$ cat config.mk
export PLATFORM = sky130hd
export DESIGN_NAME = rob_dispatch_alloc_flat
export DESIGN_NICKNAME = d
export VERILOG_FILES = /design/src/rtl/rob_dispatch_alloc_if.sv /design/src/rtl/rob_dispatch_alloc.sv /design/src/flat_wrapper.sv
export SDC_FILE = /design/constraint.sdc
export NUM_CORES = 1
export LEC_CHECK = 0
export ABC_CLOCK_PERIOD_IN_PS = 5800
export CAP_MARGIN = 20
export CORE_MARGIN = 4
export CORE_UTILIZATION = 55
export DETAILED_ROUTE_END_ITERATION = 8
export HOLD_SLACK_MARGIN = 0.15
export PLACE_DENSITY = 0.86
export SYNTH_ARGS = -nofsm -noshare
export SYNTH_HDL_FRONTEND = slang
export SYNTH_SLANG_ARGS = --single-unit
$ cat constraint.sdc
create_clock -name clk -period 5.8 [get_ports clk]
set_input_delay 0.58 -clock clk [delete_from_list [all_inputs] [get_ports clk]]
set_output_delay 0.58 -clock clk [all_outputs]
set_load 0.03 [all_outputs]
$ cat src/rtl/rob_dispatch_alloc_if.sv
// Decode/ROB-side bus of the dispatch allocator.
//   dec_*        : decode group offered this cycle and its accept (dec_ready)
//   retire_count : entries the ROB retires this cycle
//   flush        : discard every allocated entry
//   disp_*       : registered, compacted allocations towards the ROB
//   rob_*        : occupancy status; err_underflow is sticky
// master = decode/ROB environment, slave = allocator.
interface rob_dispatch_alloc_if #(
  parameter int NUM_ROB_ENTS   = 64,
  parameter int DISPATCH_WIDTH = 4,
  parameter int RETIRE_WIDTH   = 4
);
  localparam int IDX_BITS = $clog2(NUM_ROB_ENTS);
  localparam int RC_W     = $clog2(RETIRE_WIDTH) + 1;

  logic [DISPATCH_WIDTH-1:0]          dec_valid;
  logic [DISPATCH_WIDTH*5-1:0]        dec_dst_reg;
  logic                               dec_ready;
  logic [RC_W-1:0]                    retire_count;
  logic                               flush;
  logic [DISPATCH_WIDTH-1:0]          disp_valid;
  logic [DISPATCH_WIDTH*IDX_BITS-1:0] disp_rob_idx;
  logic [DISPATCH_WIDTH*5-1:0]        disp_dst_reg;
  logic [IDX_BITS:0]                  rob_count;
  logic                               rob_full;
  logic                               rob_empty;
  logic                               err_underflow;

  modport master (
    output dec_valid, dec_dst_reg, retire_count, flush,
    input  dec_ready, disp_valid, disp_rob_idx, disp_dst_reg,
           rob_count, rob_full, rob_empty, err_underflow
  );

  modport slave (
    input  dec_valid, dec_dst_reg, retire_count, flush,
    output dec_ready, disp_valid, disp_rob_idx, disp_dst_reg,
           rob_count, rob_full, rob_empty, err_underflow
  );
endinterface

$ cat src/rtl/rob_dispatch_alloc.sv
// ROB dispatch allocator.
// Accepts a whole decode group when at least DISPATCH_WIDTH entries are free,
// compacts the valid slots towards output slot 0 and hands each one the next
// ROB index from tail. Tracks head/tail/occupancy against retires and flushes.
// Ports:
//   clk  : rising-edge clock
//   rst  : synchronous, active-low reset
//   bus  : rob_dispatch_alloc_if.slave (decode group, retire, flush, disp_*,
//          occupancy status, sticky underflow)

// One output slot: picks the SLOT-th valid input slot (ascending order).
module rob_disp_lane #(
  parameter int DISPATCH_WIDTH = 4,
  parameter int IDX_BITS       = 6,
  parameter int SLOT           = 0
) (
  input  logic [DISPATCH_WIDTH-1:0]   valid,
  input  logic [DISPATCH_WIDTH*5-1:0] dst_flat,
  input  logic [IDX_BITS-1:0]         tail,
  output logic                        lane_valid,
  output logic [IDX_BITS-1:0]         lane_idx,
  output logic [4:0]                  lane_dst
);
  localparam int AC_W = $clog2(DISPATCH_WIDTH) + 1;
  localparam logic [AC_W-1:0] SLOT_C = AC_W'(SLOT);

  logic [AC_W-1:0] rank;

  always_comb begin
    rank     = '0;
    lane_dst = '0;
    for (int i = 0; i < DISPATCH_WIDTH; i++) begin
      if (valid[i]) begin
        if (rank == SLOT_C) lane_dst = dst_flat[5*i +: 5];
        rank = rank + AC_W'(1);
      end
    end
    lane_valid = (rank > SLOT_C);
  end

  // Compacted slots take consecutive indices; truncation gives the wrap.
  assign lane_idx = tail + IDX_BITS'(SLOT);
endmodule

module rob_dispatch_alloc #(
  parameter int NUM_ROB_ENTS   = 64,
  parameter int DISPATCH_WIDTH = 4,
  parameter int RETIRE_WIDTH   = 4
) (
  input  logic                 clk,
  input  logic                 rst,
  rob_dispatch_alloc_if.slave  bus
);
  localparam int IDX_BITS = $clog2(NUM_ROB_ENTS);
  localparam int CNT_W    = IDX_BITS + 1;
  localparam int AC_W     = $clog2(DISPATCH_WIDTH) + 1;
  localparam logic [CNT_W-1:0] ENTS_C = CNT_W'(NUM_ROB_ENTS);
  localparam logic [CNT_W-1:0] DW_C   = CNT_W'(DISPATCH_WIDTH);

  typedef enum logic {RUN, RECOVER} state_t;

  state_t                                   state_q, state_d;
  logic [IDX_BITS-1:0]                      head_q, tail_q;
  logic [CNT_W-1:0]                         count_q;
  logic                                     err_q;
  logic [DISPATCH_WIDTH-1:0]                disp_valid_q;
  logic [DISPATCH_WIDTH-1:0][IDX_BITS-1:0]  disp_idx_q;
  logic [DISPATCH_WIDTH-1:0][4:0]           disp_dst_q;

  logic [DISPATCH_WIDTH-1:0]                lane_valid;
  logic [DISPATCH_WIDTH-1:0][IDX_BITS-1:0]  lane_idx;
  logic [DISPATCH_WIDTH-1:0][4:0]           lane_dst;

  logic                ready;
  logic                acc;
  logic [AC_W-1:0]     acc_cnt;
  logic [CNT_W-1:0]    acc_n;
  logic [CNT_W-1:0]    ret_ext;
  logic                underflow;
  logic [CNT_W-1:0]    eff_ret;
  logic [IDX_BITS-1:0] head_adv;

  // Next state and dec_ready. dec_ready looks only at registered state and
  // rst, never at dec_valid.
  always_comb begin
    state_d = state_q;
    ready   = 1'b0;
    case (state_q)
      RUN: begin
        ready = rst && ((ENTS_C - count_q) >= DW_C);
        if (bus.flush) state_d = RECOVER;
      end
      RECOVER: begin
        state_d = bus.flush ? RECOVER : RUN;
      end
      default: state_d = RUN;
    endcase
  end

  assign acc = ready && (|bus.dec_valid) && !bus.flush;

  always_comb begin
    acc_cnt = '0;
    for (int i = 0; i < DISPATCH_WIDTH; i++)
      acc_cnt = acc_cnt + AC_W'(bus.dec_valid[i]);
  end

  assign acc_n     = acc ? CNT_W'(acc_cnt) : '0;
  // Retire is clamped to occupancy; the excess is only reported.
  assign ret_ext   = CNT_W'(bus.retire_count);
  assign underflow = (ret_ext > count_q);
  assign eff_ret   = underflow ? count_q : ret_ext;
  assign head_adv  = head_q + eff_ret[IDX_BITS-1:0];

  for (genvar s = 0; s < DISPATCH_WIDTH; s++) begin : g_lane
    rob_disp_lane #(
      .DISPATCH_WIDTH (DISPATCH_WIDTH),
      .IDX_BITS       (IDX_BITS),
      .SLOT           (s)
    ) u_lane (
      .valid      (bus.dec_valid),
      .dst_flat   (bus.dec_dst_reg),
      .tail       (tail_q),
      .lane_valid (lane_valid[s]),
      .lane_idx   (lane_idx[s]),
      .lane_dst   (lane_dst[s])
    );
  end

  always_ff @(posedge clk) begin
    if (!rst) begin
      state_q      <= RUN;
      head_q       <= '0;
      tail_q       <= '0;
      count_q      <= '0;
      err_q        <= 1'b0;
      disp_valid_q <= '0;
      disp_idx_q   <= '0;
      disp_dst_q   <= '0;
    end else begin
      state_q <= state_d;
      head_q  <= head_adv;
      if (bus.flush) begin
        // Everything beyond the retiring entries is discarded: tail snaps
        // to the new head.
        tail_q  <= head_adv;
        count_q <= '0;
      end else begin
        tail_q  <= tail_q + acc_n[IDX_BITS-1:0];
        count_q <= count_q + acc_n - eff_ret;
      end
      if (underflow) err_q <= 1'b1;
      disp_valid_q <= acc ? lane_valid : '0;
      if (acc) begin
        disp_idx_q <= lane_idx;
        disp_dst_q <= lane_dst;
      end
    end
  end

  assign bus.dec_ready     = ready;
  assign bus.disp_valid    = disp_valid_q;
  assign bus.disp_rob_idx  = disp_idx_q;
  assign bus.disp_dst_reg  = disp_dst_q;
  assign bus.rob_count     = count_q;
  assign bus.rob_full      = (count_q == ENTS_C);
  assign bus.rob_empty     = (count_q == '0);
  assign bus.err_underflow = err_q;
endmodule

$ cat src/flat_wrapper.sv
// flat-port wrapper written by rule: the top's interface ports become plain ports
module rob_dispatch_alloc_flat 
#(
  parameter int NUM_ROB_ENTS   = 64,
  parameter int DISPATCH_WIDTH = 4,
  parameter int RETIRE_WIDTH   = 4
)
  (clk, rst, bus_dec_valid, bus_dec_dst_reg, bus_retire_count, bus_flush, bus_dec_ready, bus_disp_valid, bus_disp_rob_idx, bus_disp_dst_reg, bus_rob_count, bus_rob_full, bus_rob_empty, bus_err_underflow);
  rob_dispatch_alloc_if #(.NUM_ROB_ENTS(NUM_ROB_ENTS), .DISPATCH_WIDTH(DISPATCH_WIDTH), .RETIRE_WIDTH(RETIRE_WIDTH)) bus_i ();
  input  logic clk;
  input  logic rst;
  input wire logic [$bits(bus_i.dec_valid)-1:0] bus_dec_valid;
  input wire logic [$bits(bus_i.dec_dst_reg)-1:0] bus_dec_dst_reg;
  input wire logic [$bits(bus_i.retire_count)-1:0] bus_retire_count;
  input wire logic [$bits(bus_i.flush)-1:0] bus_flush;
  output wire logic [$bits(bus_i.dec_ready)-1:0] bus_dec_ready;
  output wire logic [$bits(bus_i.disp_valid)-1:0] bus_disp_valid;
  output wire logic [$bits(bus_i.disp_rob_idx)-1:0] bus_disp_rob_idx;
  output wire logic [$bits(bus_i.disp_dst_reg)-1:0] bus_disp_dst_reg;
  output wire logic [$bits(bus_i.rob_count)-1:0] bus_rob_count;
  output wire logic [$bits(bus_i.rob_full)-1:0] bus_rob_full;
  output wire logic [$bits(bus_i.rob_empty)-1:0] bus_rob_empty;
  output wire logic [$bits(bus_i.err_underflow)-1:0] bus_err_underflow;
  assign bus_i.dec_valid = bus_dec_valid;
  assign bus_i.dec_dst_reg = bus_dec_dst_reg;
  assign bus_i.retire_count = bus_retire_count;
  assign bus_i.flush = bus_flush;
  assign bus_dec_ready = bus_i.dec_ready;
  assign bus_disp_valid = bus_i.disp_valid;
  assign bus_disp_rob_idx = bus_i.disp_rob_idx;
  assign bus_disp_dst_reg = bus_i.disp_dst_reg;
  assign bus_rob_count = bus_i.rob_count;
  assign bus_rob_full = bus_i.rob_full;
  assign bus_rob_empty = bus_i.rob_empty;
  assign bus_err_underflow = bus_i.err_underflow;
  rob_dispatch_alloc #(.NUM_ROB_ENTS(NUM_ROB_ENTS), .DISPATCH_WIDTH(DISPATCH_WIDTH), .RETIRE_WIDTH(RETIRE_WIDTH)) u_core (.clk(clk), .rst(rst), .bus(bus_i));
endmodule
==> out/results.ini <==
[pwr]
powerDensity_mw_per_mm2 = 449.2
p_seq_frac = 0.291
p_int_mw = 1.275
p_switching_mw = 1.016
clkPwrFrac = 0.150
power.share.switching = 0.4435
design_power_total_mw = 2.291
p_leak_nw = 2.097
ir_drop_mv = 0.2635
pwr-share-comb = 0.559

[synth]
synth_top_area_cell = dfxtp_1
syn_inst = 466
synth_fp_nets = 535
synth_compound_area_frac = 0.1722
mappedNetlistArea_sq_mm = 0.004083
synth.avg_cell_area_sq_um = 8.761
ys.flop_type = dfxtp_1
synth.most_common_cell = dfxtp_1
synth_cell_type_count = 48
synth_xor_area_frac = 0.05302
synthTopCellsByArea = dfxtp_1 (33%), ha_1 (10%), mux2i_1 (3.9%)
yosys.area_share.simple = 0.1915
synthArstFlopShare = 0
synthTopCellsByCount = dfxtp_1 (67), ha_1 (33), nand2_1 (31)
seq_area_frac_synth = 0.3285
synth_edf_count = 0
synthMuxAreaShare = 0.05026
synthAdderAreaFrac = 0.1306
synth_top_family_by_area = simple AND/OR/NAND/NOR gates
synth-seq-cells = 67
yosysWarnings = 0
synth.top_cell.area_share = 0.3285

[route]
totalWireLength_um = 10490
vias = 3718
wl_per_cell_um = 16.36
firstDrtPassIters = 5
drt_iter0_drc = 242
ant_nets = 0
drc = 0
viasPerCell = 5.800

[global_routing]
antenna_found_initial = 0
grt_max_degree = 50
grt_pass1_wl_um = 17310
grt.total_usage = 0.2458
first_global_vias = 3647
grt_overflow = 0

[layout]
fin_nets = 606
drive_gt1_frac = 0.08487
utilization = 0.7069
syn2layout_area_growth_pct = 24.92
postLayoutCellArea_sq_mm = 0.005100
n_antenna_cell = 0
largest_register_ffs = 22
instances_no_fill = 641

[clock_tree]
clock-sinks = 67
clkSlewWorstSetupHoldPaths_ns = 0.07
cts-buffers-inserted = 9
cts_hold_buf = 0
h-tree-depth = 3
cts_root_buf = clkbuf_8
clockBufferDepth = 2
cts_tree = yes
clk_latency_ns = 0.36
post-cts-setup-buffers = 0
post_cts_resize_count = 0

[floorplanning]
initial_core_util = 0.5659
die_area_sq_mm = 0.008865
num_rows = 31
die_x_um = 94.16
coreArea_sq_mm = 0.007214
die_y_um = 94.16
ioPinCount = 89

[sta]
period_minus_slack_ns = 4.535
fin_hold_ws_ns = 0.4649
finClkSkew_ns = 0.01404
fmax_mhz = 220.5
relSlewSlack = 0.3982
setup_viol = 0
worst_pin_slew_ns = 0.9026
maxSlewViolCount = 0
setup_tns_ns = 0
rsz0062_at_grt = false
setup_slack_ns = 1.265
hold_viol = 0
fin_crit_sh = 0.7819

[run]
cap_violations = 0

[critical_path]
cp_data_arrival_time_ns = 4.81
crit_fanout = 15
r2r_cells = 14
required_ns = 6.07
setup.worst_path.end_class = flip-flop
worstSetupStartpointType = input pin
path_class = input pin to flip-flop

[place]
placed_cell_area_sq_mm = 0.004928
port_buffers = 88
dp.cells = 625
place_congestion = 0.8865
place_worst_setup_slack_ns = 1.000
dp_hpwl_um = 7775

[worst_hold_path]
hold_path_depth = 2
hold_class = flip-flop to flip-flop

[run_status]
status = complete, no violations

[worst max-delay path, stage by stage]
cell             delay, ns
clkdlybuf4s50_1       0.76
inv_1                 0.09
ha_1                  0.30
and3_1                0.23
nor3_1                0.41
buf_4                 0.30
and3_1                0.24
fa_1                  0.48
fa_1                  0.48
a21o_1                0.20
a21oi_1               0.23
o21bai_1              0.10
a21oi_1               0.19
mux2i_1               0.22
[per-layer routing]
layer / part of all wire / global-route usage
met5: 0 / 0
met4: 0.019 / 0.1059
met3: 0.065 / 0.05288
met2: 0.49 / 0.4048
met1: 0.43 / 0.3082
[layout make-up]
class | instances | area [sq um]
Inverter | 32 | 120.1
Multi-Input combinational cell | 336 | 2440
Clock buffer | 12 | 145.1
Timing Repair Buffer | 91 | 903.4
Sequential cell | 67 | 1341
Tap cell | 99 | 123.9
Clock inverter | 4 | 26.28
Fill cell | 571 | 2115
[power groups by stage]
stage | Combinational (mW) | Clock (mW) | Sequential (mW)
6_report | 1.28 | 0.343 | 0.667
5_1_grt | 1.40 | 0.373 | 0.683
4_1_cts | 1.28 | 0.349 | 0.666
2_1_floorplan | 0.846 | 0 | 0.768
3_5_place_dp | 1.27 | 0 | 0.675
3_3_place_gp | 1.23 | 0 | 0.672
[cells in the final DEF, fill, tap and decap left out, drive strengths merged, types with 2 or more instances in the layout]
master,Yosys,layout
a211oi,9,9
a21o,5,5
a21oi,15,15
a222oi,4,4
a31o,18,18
a32o,2,2
a32oi,5,5
and2,11,11
and3,5,5
buf,16,3
clkbuf,15,12
clkdlybuf4s50,0,88
clkinv,1,4
dfxtp,67,67
fa,6,6
ha,33,33
inv,31,31
mux2,4,4
mux2i,16,16
nand2,32,32
nand2b,5,5
nand3,28,28
nand4,15,15
nor2,28,28
nor2b,5,5
nor3,19,19
o211a,2,2
o211ai,2,2
o21ai,26,26
o21bai,3,3
o22ai,2,2
o31a,4,4
or2,2,2
or3,4,4
xnor2,13,13
xor2,9,9
[logic make-up (layout without fill, tap and decap cells)]
kind of cell               after synthesis  count (layout)
and+or+nand+nor                        155             155
AOI/OAI and AO/OA                       99              99
buffers and inverters                   63             139
muxes                                   20              20
adders and majority gates               39              39
DFF                                     67              67
xor gates and xnor gates                23              23
[worst paths after layout]
| kind | start | to | slack (ns) |
|---|---|---|---|
| worst max-delay path | bus_dec_valid[0] | u_core.bus.rob_count[6] | 1.27 |
| worst min-delay path | u_core.bus.disp_rob_idx[2] | u_core.bus.disp_rob_idx[2] | 0.46 |
| worst max register to register | u_core.bus.rob_count[1] | u_core.bus.rob_count[6] | 1.60 |
| worst min register to register | u_core.bus.disp_rob_idx[2] | u_core.bus.disp_rob_idx[2] | 0.46 |
No activity file was read; power rests on OpenSTA's default activity.
